==> config.mk <==
export PLATFORM = sky130hd
export DESIGN_NAME = md5_update
export DESIGN_NICKNAME = d
export VERILOG_FILES = /design/src/rtl/md5_pkg.sv /design/src/rtl/md5_step.sv /design/src/rtl/md5_update.sv
export SDC_FILE = /design/constraint.sdc
export NUM_CORES = 2
export LEC_CHECK = 0
export ABC_AREA = 1
export BUFFER_PORTS_ARGS = -buffer_cell sky130_fd_sc_hd__buf_2
export CAP_MARGIN = 40
export CELL_PAD_IN_SITES_DETAIL_PLACEMENT = 0
export CELL_PAD_IN_SITES_GLOBAL_PLACEMENT = 2
export CORE_AREA = 2 2 457 368
export DETAILED_ROUTE_END_ITERATION = 8
export DIE_AREA = 0 0 459 370
export PLACE_DENSITY_LB_ADDON = 0.1
export SYNTH_ARGS = -nofsm -noshare
export SYNTH_HDL_FRONTEND = slang
export SYNTH_HIERARCHICAL = 1
export SYNTH_SLANG_ARGS = --single-unit
==> constraint.sdc <==
create_clock -name clk -period 12.4 [get_ports clk]
set_input_delay 0.62 -clock clk [delete_from_list [all_inputs] [get_ports clk]]
set_output_delay 0.62 -clock clk [all_outputs]
set_load 0.1 [all_outputs]
==> src/rtl/md5_pkg.sv <==
// Shared MD5 constants, types and index helpers for the md5_update engine.
package md5_pkg;

    typedef enum logic [1:0] {IDLE, ROUND, ADD, DONE} state_t;

    typedef struct packed {
        logic [31:0] a;
        logic [31:0] b;
        logic [31:0] c;
        logic [31:0] d;
    } md5_words_t;

    localparam logic [31:0] IV_A = 32'h67452301;
    localparam logic [31:0] IV_B = 32'hefcdab89;
    localparam logic [31:0] IV_C = 32'h98badcfe;
    localparam logic [31:0] IV_D = 32'h10325476;
    localparam md5_words_t  IV   = '{a: IV_A, b: IV_B, c: IV_C, d: IV_D};

    // K[i] = floor(|sin(i+1)| * 2^32)
    localparam logic [31:0] K_TAB [64] = '{
        32'hd76aa478, 32'he8c7b756, 32'h242070db, 32'hc1bdceee,
        32'hf57c0faf, 32'h4787c62a, 32'ha8304613, 32'hfd469501,
        32'h698098d8, 32'h8b44f7af, 32'hffff5bb1, 32'h895cd7be,
        32'h6b901122, 32'hfd987193, 32'ha679438e, 32'h49b40821,
        32'hf61e2562, 32'hc040b340, 32'h265e5a51, 32'he9b6c7aa,
        32'hd62f105d, 32'h02441453, 32'hd8a1e681, 32'he7d3fbc8,
        32'h21e1cde6, 32'hc33707d6, 32'hf4d50d87, 32'h455a14ed,
        32'ha9e3e905, 32'hfcefa3f8, 32'h676f02d9, 32'h8d2a4c8a,
        32'hfffa3942, 32'h8771f681, 32'h6d9d6122, 32'hfde5380c,
        32'ha4beea44, 32'h4bdecfa9, 32'hf6bb4b60, 32'hbebfbc70,
        32'h289b7ec6, 32'heaa127fa, 32'hd4ef3085, 32'h04881d05,
        32'hd9d4d039, 32'he6db99e5, 32'h1fa27cf8, 32'hc4ac5665,
        32'hf4292244, 32'h432aff97, 32'hab9423a7, 32'hfc93a039,
        32'h655b59c3, 32'h8f0ccc92, 32'hffeff47d, 32'h85845dd1,
        32'h6fa87e4f, 32'hfe2ce6e0, 32'ha3014314, 32'h4e0811a1,
        32'hf7537e82, 32'hbd3af235, 32'h2ad7d2bb, 32'heb86d391
    };

    localparam logic [4:0] S_TAB [64] = '{
        5'd7, 5'd12, 5'd17, 5'd22, 5'd7, 5'd12, 5'd17, 5'd22,
        5'd7, 5'd12, 5'd17, 5'd22, 5'd7, 5'd12, 5'd17, 5'd22,
        5'd5, 5'd9,  5'd14, 5'd20, 5'd5, 5'd9,  5'd14, 5'd20,
        5'd5, 5'd9,  5'd14, 5'd20, 5'd5, 5'd9,  5'd14, 5'd20,
        5'd4, 5'd11, 5'd16, 5'd23, 5'd4, 5'd11, 5'd16, 5'd23,
        5'd4, 5'd11, 5'd16, 5'd23, 5'd4, 5'd11, 5'd16, 5'd23,
        5'd6, 5'd10, 5'd15, 5'd21, 5'd6, 5'd10, 5'd15, 5'd21,
        5'd6, 5'd10, 5'd15, 5'd21, 5'd6, 5'd10, 5'd15, 5'd21
    };

    // Message word index; every multiplier result is taken mod 16, so only i[3:0] matters.
    function automatic logic [3:0] g_index(input logic [5:0] i);
        logic [3:0] lo;
        lo = i[3:0];
        case (i[5:4])
            2'd0:    g_index = lo;
            2'd1:    g_index = lo * 4'd5 + 4'd1;
            2'd2:    g_index = lo * 4'd3 + 4'd5;
            default: g_index = lo * 4'd7;
        endcase
    endfunction

endpackage

==> src/rtl/md5_step.sv <==
// One combinational MD5 step: round function, constant add, rotate, register shuffle.
module md5_step
    import md5_pkg::*;
(
    input  md5_words_t  cur,
    input  logic [31:0] m_g,
    input  logic [5:0]  i,
    output md5_words_t  nxt
);

    logic [31:0] f;
    logic [31:0] tmp;
    logic [63:0] dbl;

    always_comb begin
        case (i[5:4])
            2'd0:    f = (cur.b & cur.c) | (~cur.b & cur.d);
            2'd1:    f = (cur.d & cur.b) | (~cur.d & cur.c);
            2'd2:    f = cur.b ^ cur.c ^ cur.d;
            default: f = cur.c ^ (cur.b | ~cur.d);
        endcase
        tmp = cur.a + f + K_TAB[i] + m_g;
        // upper half of the doubled word shifted left is the left rotate
        dbl = {tmp, tmp} << S_TAB[i];
        nxt.a = cur.d;
        nxt.d = cur.c;
        nxt.c = cur.b;
        nxt.b = cur.b + dbl[63:32];
    end

endmodule

==> src/rtl/md5_update.sv <==
// Single-block MD5 compression with chaining digest A..D.
// MD5_UNROLL2_EN: evaluate two chained steps per clock (32-cycle ROUND phase).
module md5_update
    import md5_pkg::*;
(
    input  logic         clk,
    input  logic         reset,
    input  logic         init,
    input  logic         en,
    input  logic [511:0] string_data,
    input  logic [8:0]   input_len,
    output logic         complete,
    output logic [31:0]  A,
    output logic [31:0]  B,
    output logic [31:0]  C,
    output logic [31:0]  D
);

`ifdef MD5_UNROLL2_EN
    localparam int ROUNDS_PER_CYCLE = 2;
`else
    localparam int ROUNDS_PER_CYCLE = 1;
`endif
    localparam logic [5:0] I_INC  = 6'(ROUNDS_PER_CYCLE);
    localparam logic [5:0] LAST_I = 6'(64 - ROUNDS_PER_CYCLE);

    state_t            state, state_nxt;
    md5_words_t        digest, work, step_out;
    logic [15:0][31:0] blk;
    logic [8:0]        len_q;
    logic [5:0]        i;

    // Byte count travels with the block for downstream visibility only.
    logic unused_len;
    assign unused_len = ^len_q;

    assign A = digest.a;
    assign B = digest.b;
    assign C = digest.c;
    assign D = digest.d;

    for (genvar r = 0; r < ROUNDS_PER_CYCLE; r++) begin : g_step
        md5_words_t cur, nxt;
        logic [5:0] idx;
        if (r == 0) begin : g_head
            assign cur = work;
        end else begin : g_link
            assign cur = g_step[r-1].nxt;
        end
        assign idx = i + 6'(r);
        md5_step u_step (
            .cur (cur),
            .m_g (blk[g_index(idx)]),
            .i   (idx),
            .nxt (nxt)
        );
    end
    assign step_out = g_step[ROUNDS_PER_CYCLE-1].nxt;

    always_ff @(posedge clk) begin
        if (reset) state <= IDLE;
        else       state <= state_nxt;
    end

    always_comb begin
        state_nxt = state;
        case (state)
            IDLE:    if (en) state_nxt = ROUND;
            ROUND:   if (i == LAST_I) state_nxt = ADD;
            ADD:     state_nxt = DONE;
            DONE:    if (!en) state_nxt = IDLE;
            default: state_nxt = IDLE;
        endcase
    end

    always_ff @(posedge clk) begin
        if (reset) begin
            digest   <= IV;
            work     <= '0;
            blk      <= '0;
            len_q    <= '0;
            i        <= '0;
            complete <= 1'b0;
        end else begin
            case (state)
                IDLE: begin
                    if (init) digest <= IV;
                    if (en) begin
                        blk   <= string_data;
                        len_q <= input_len;
                        i     <= '0;
                        // init in the same cycle must seed this block with the IV
                        work  <= init ? IV : digest;
                    end
                end
                ROUND: begin
                    work <= step_out;
                    i    <= i + I_INC;
                end
                ADD: begin
                    digest.a <= digest.a + work.a;
                    digest.b <= digest.b + work.b;
                    digest.c <= digest.c + work.c;
                    digest.d <= digest.d + work.d;
                    complete <= 1'b1;
                end
                DONE: begin
                    if (init) digest <= IV;
                    if (!en) complete <= 1'b0;
                end
                default: ;
            endcase
        end
    end

endmodule

### Word-level counts from Yosys, hierarchy flattened

Memory sizes are Yosys's and may differ from the RTL's.
Index checks and enable logic that the tools add are counted.

| storage, ports and cells | value |
|---|---|
| latch bits | 0 |
| ROM bits | 2,368 |
| RAM bits | 0 |
| bits in registers | 777 |
| input bits | 525 |
| memories kept | 2 |
| logic and storage cells | 98 |

Memories:

| name | words | bits a word | rd ports | clocked after memory_dff | write ports | line | text |
|---|---|---|---|---|---|---|---|
| (no name shown) | 64 | 32 | 1 | 0 | 0 | md5_step.sv:22 | `tmp = cur.a + f + K_TAB[i] + m_g;` |
| (no name shown) | 64 | 5 | 1 | 0 | 0 | md5_step.sv:24 | `dbl = {tmp, tmp} << S_TAB[i];` |

| operators by class | value |
|---|---|
| div/mod/pow operators | 0 |
| eq/ne operators | 9 |
| shift-type cells | 1 |
| multipliers | 3 |
| reduce and logical (&&, ||, !) cells | 10 |
| bitwise operators | 13 |
| multiplexer cells | 20 |
| $lt $le $gt $ge | 2 |
| add/subtract/negate cells | 11 |

Operators by type and width:

| operator | number |
|---|---|
| $pmux 128 s2 | 2 |
| $add 32x32->32 | 8 |
| $mux 128 | 2 |
| $and 32x32->32 | 4 |
| $bmux 32 s4 | 1 |
| $mux 32 | 3 |
| $or 32x32->32 | 3 |
| $pmux 32 s3 | 1 |
| $xor 32x32->32 | 3 |
| $not 32->32 | 2 |
| $shl 64x5->64 | 1 |
| $pmux 4 s3 | 1 |
| $pmux 6 s2 | 1 |
| $mux 5 | 2 |
| $mul 4x3->4 const B | 2 |
| $pmux 2 s4 | 1 |
| $ge 7x7->1 const B | 1 |
| $not 6->7 | 1 |
| $add 6x1->6 const B | 1 |
| $eq 2x2->1 const B | 3 |
| $eq 6x6->1 const B | 1 |
| $mux 2 | 3 |
| $mux 6 | 1 |
| $ne 2x2->1 const B | 3 |
| 12 further kinds | 18 |

### Depth between registers and ports, before layout

| depth | value |
|---|---|
| word-level depth | 10 |
| depth in mapped cells | 53 |
| gate-level depth less buffers | 51 |

### Hierarchy

Netlist, hierarchy kept.

By module, submodules not included:

| module | seq. area each (um2) | area an instance (um2) | instances | cells an instance |
|---|---|---|---|---|
| md5_update | 15,554.9 | 43,579.3 | 1 | 6,868 |
| md5_step | 0.0 | 12,396.9 | 1 | 2,225 |

### Worst setup path before layout

Ideal clock, no wire load.

| timing | value |
|---|---|
| kind | register -> register |
| from | register i[0] |
| to | register work (netlist bit g_step[0].cur[88]) |
| stages on the path, launching flop included | 50 |
| slack | 4,598 ps |
| arrival time | 7,669 ps |
| required time | 12,268 ps |
| library setup time | 132 ps |
| period minus slack after synthesis | 7,802 ps |
| cells stage by stage | dfxtp_1 -> inv_1 -> fa_1 -> inv_1 -> ha_1 -> xor2_1 -> xnor2_1 -> nand2_1 -> nand2_1 -> clkbuf_1 -> o21a_1 -> inv_1 -> fa_1 -> fa_1 -> inv_1 -> ha_1 -> inv_1 -> fa_1 -> (+14 left out) -> nand3_1 -> nand2_1 -> ha_1 -> fa_1 -> nand3_1 -> nand2_1 -> nand3_1 -> nand2_1 -> nand3_1 -> nand2_1 -> a21boi_2 -> o21ai_0 -> a21boi_0 -> o21ai_1 -> a21oi_1 -> xnor2_1 -> o211ai_1 -> a21oi_1 |

RTL lines:

| what | line | text |
|---|---|---|
| start: declaration | md5_update.sv:31 | `logic [5:0] i;` |
| start signal: assignment | md5_update.sv:98 | `i <= i + I_INC;` |
| end signal: assignment | md5_update.sv:93 | `work <= init ? IV : digest;` |
| end signal: assignment | md5_update.sv:97 | `work <= step_out;` |
| end: declaration | md5_update.sv:28 | `md5_words_t digest, work, step_out;` |

==> parameters.txt <==
Parameter                              Value

Place
  Port-buffer cells ... 644
  Placer congestion estimate ... 0.981
  HPWL reported at the end of detailed placement ... 217,000 um
  Worst setup slack after placement ... 1.99 ns

Clock tree
  Count of clock tree sinks ... 777
  Number of H-tree levels ... 3
  # Post-CTS Setup Buffers ... 0
  Clk root buf ... clkbuf_16
  Quantity of hold-fixing buffers added after cts ... 0
  Number of gates resized after cts ... 0
  Clock latency on the worst-skew pair ... 0.78 ns
  Clock tree from TritonCTS ... yes
  Worst-case clock buffer depth ... 3
  Clk pin slew, worst setup/hold paths ... 0.07 ns
  CTS buffer count ... 94

Setup path
  Number of cells on the worst reg-to-reg path ... 45
  Cell with the most instances on the worst path ... nand2_1
  Endpoint type of the worst setup path ... flip-flop
  Critical Path AT ... 11.21 ns
  Required arrival time at the worst endpoint ... 12.97 ns
  Critical path's largest stage delay ... 0.81 ns
  Critical Path Start Type ... flip-flop
  Cell with the largest stage delay on the worst path ... dfxtp_1
  Reg-to-reg setup timing slack ... 1.75 ns
  Kind of critical path ... flip-flop to flip-flop
  Reg-to-Reg Start ... i[0]
  Endpoint of the worst register-to-register path ... g_step[0].cur[88]
  Highest fanout seen on the critical path ... 35

Power and ir drop
  Largest vdd supply drop ... 0.288 mV
  Static Leak ... 29.3 nW
  Power density over the cells ... 362 nW/um^2

Timing
  Slew headroom ... 0.213
  Setup Total Neg Slack ... 0 ns
  Pin slew with the least headroom to its limit ... 1.18 ns
  Final hold violation count ... 0
  Setup repair after global routing missed its margin ... false
  Worst Setup Slack, final ... 1.75 ns
  Setup skew after layout ... 0.0798 ns
  Final setup fails ... 0
  Minimum clock period ... 10.65 ns
  Final critical-path share of the clock period ... 0.859
  Worst hold slack ... 0.0897 ns
  Fmax ... 0.0939 GHz
  Final-report max-slew violation count ... 0

Global route
  Global-route wire length before repair ... 409,000 um
  Initial antenna violation count ... 73
  Pin count of the biggest net entering global routing ... 200
  Total track usage ... 0.326
  Vias in the first global route ... 57,800
  Gr ovfl total ... 0

Floorplan
  Die boundary width ... 459 um
  Number of standard-cell rows in the floorplan ... 134
  Die Height ... 370 um
  Area of the die ... 170,000 um^2
  Effective utilization at floorplan ... 0.338
  Top-level port count ... 654
  Std-Cell Core Area ... 166,000 um^2

Routing
  Via total after detailed routing ... 63,600
  Number of DRC violations after detailed-routing iteration 0 ... 6,910
  Wire length per cell after detailed routing ... 24.7 um
  Antenna Nets Post-Route ... 0
  Number of iterations in the first detailed-routing pass ... 7
  Post-detailed-route DRC marker count ... 0
  Routed wire length ... 288,000 um
  DR vias/cell ... 5.47

Worst hold path
  Worst Hold End ... blk[169]
  Hold Path Origin ... string_data[169]
  Hold Crit Depth ... 3
  Path type of the worst min-delay path ... input port to flip-flop

Logic synthesis
  Number of flip-flops and latches in the synthesized netlist ... 777
  Unique cell type count in the Yosys netlist ... 58
  Netlist Area Pre-Place ... 56,000 um^2
  Average cell area after synthesis ... 6.16 um^2
  Ys Warns ... 6
  FFs w/ async S/R, synth ... 0
  Sequential fraction of the synthesis area ... 0.278
  Number of enable flip-flop cells after synthesis ... 0
  Synthesized net count ... 9,907
  Synthesized netlist cell count ... 9,093
  Most used flip-flop cell after synthesis ... dfxtp_1

Layout
  Growth of design area from synthesis to finish ... 13.9%
  Fin nets ... 10,100
  Post-Route Utilization ... 0.385
  Layout cells sized above 1 ... 0.104

Run status
  Result of the run ... finished clean

Job
  Max Cap Viol ... 0
[sequential cells by signal, summed over array words and instances, names as in the netlist]
register and count:
g_step.cur 128, D 32, A 32, i 6, B 32, complete 1
blk 512, C 32, state 2
[critical path: cells and delay by family, from the launching register on]
kind,cells,cell delay [ns]
AO/OA/AOI/OAI,10,2.04
XOR/XNOR,1,0.08
adder cells (fa/ha/maj),7,3.13
buffers and inverters,6,1.58
flip-flops,1,0.81
AND/OR/NAND/NOR,21,2.82
[cell families (layout without fill, tap and decap cells)]
family                   count (synthesis)  count (layout)  share of synthesized area
AO/OA/AOI/OAI                         2034            2034                      0.198
XOR/XNOR                               117             117                     0.0183
adder cells (fa/ha/maj)                289             289                     0.0739
buffers and inverters                 1367            1679                      0.103
flip-flops                             777             777                      0.278
multiplexers                             3               3                   0.000536
other                                    0              42                          0
AND/OR/NAND/NOR                       4506            4506                      0.329
[per-stage QoR]
stage	instance area, um^2	cells	power, W
after CTS	63700	11600	0.0228
after global placement	60000	11400	0.0195
after global routing	63700	11600	0.0248
after floorplan	56000	9093	0.0146
after detailed placement	60300	11400	0.0196
final	63800	11600	0.0231
[area by class of cell]
class,instances,area (um^2)
clock buffer,130,2730
multi-input combinational,6949,34800
antenna,42,105
tap,2176,2720
timing repair buffer,767,4400
sequential,777,15600
fill,18300,102000
clock inverter,45,657
inverter,737,2800
[metal layers]
metal  up-vias  part of all wire  track usage
li1      30400                 -            -
met1     30400              0.48        0.482
met2      2422              0.41        0.471
met3       400             0.078       0.0572
met4        10             0.035        0.109
met5         -           0.00021            0
[Yosys cell counts (all sizes together) (5+ instances only)]
| cell | number | share of area |
|---|---|---|
| buf | 272 | 0.029 |
| inv | 734 | 0.049 |
| nand3 | 966 | 0.087 |
| a21oi | 765 | 0.068 |
| nor2 | 1593 | 0.11 |
| nor4 | 7 | 0.00078 |
| a21o | 8 | 0.0011 |
| nor3 | 46 | 0.0041 |
| or2 | 11 | 0.0012 |
| a21boi | 9 | 0.0013 |
| xor2 | 79 | 0.012 |
| a31oi | 13 | 0.0015 |
| xnor2 | 38 | 0.0059 |
| o31ai | 26 | 0.0035 |
| o21bai | 29 | 0.0039 |
| and2 | 5 | 0.00056 |
| ha | 220 | 0.049 |
| fa | 69 | 0.025 |
| o21ai | 942 | 0.084 |
| a2111oi | 5 | 0.00078 |
| o22ai | 18 | 0.0020 |
| clkbuf | 358 | 0.024 |
| o21a | 39 | 0.0052 |
| a221oi | 13 | 0.0020 |
| o221ai | 9 | 0.0015 |
| o211ai | 132 | 0.018 |
| a211oi | 10 | 0.0013 |
| dfxtp | 777 | 0.28 |
| nand3b | 16 | 0.0021 |
| nand4 | 28 | 0.0031 |
| and3 | 6 | 0.00067 |
| nand2 | 1827 | 0.12 |
[worst max path at each step]
stage / start / endpoint / slack (ns) / depth (start not counted)
after floorplan: i[0] / g_step[0].cur[88] / 4.60 / 49
after global placement: i[0] / g_step[0].cur[88] / 1.99 / 44
after detailed placement: i[0] / g_step[0].cur[88] / 1.99 / 42
after CTS: i[0] / g_step[0].cur[88] / 1.98 / 45
after global routing: i[0] / g_step[0].cur[88] / 1.16 / 44
final: i[0] / g_step[0].cur[88] / 1.75 / 45
[power breakdown]
| part | total, W | switching (W) | internal, W |
|---|---|---|---|
| registers | 0.00413 | 0.000869 | 0.00326 |
| clock network | 0.00309 | 0.00132 | 0.00177 |
| logic | 0.0158 | 0.0112 | 0.00466 |
[cell usage in the layout (no fill, tap or decap), types with 6 or more instances in the layout]
cell type  count
diode_2       42
o21ai_0      818
clkinv_2      21
o221ai_1       8
a211oi_1      10
nor2_1      1591
a31oi_1       13
nor4_1         7
fa_1          69
a21o_1         8
inv_1        720
or2_2          8
and3_1         6
o31ai_1       26
clkbuf_16     94
clkbuf_1      12
xor2_1        79
ha_1         218
a221oi_1      13
nand2_1     1820
inv_2          8
dfxtp_1      776
bufinv_16     10
nand4_1       28
o22ai_1       18
nand3_1      961
o21bai_1      29
nand3b_1      16
o21a_1        39
o211ai_1     127
o21ai_1      118
clkbuf_8      25
buf_2        650
buf_12        13
a21boi_0       8
a21oi_1      764
nor3_1        46
buf_4         95
xnor2_1       38
(Power assumes the default switching activity.)
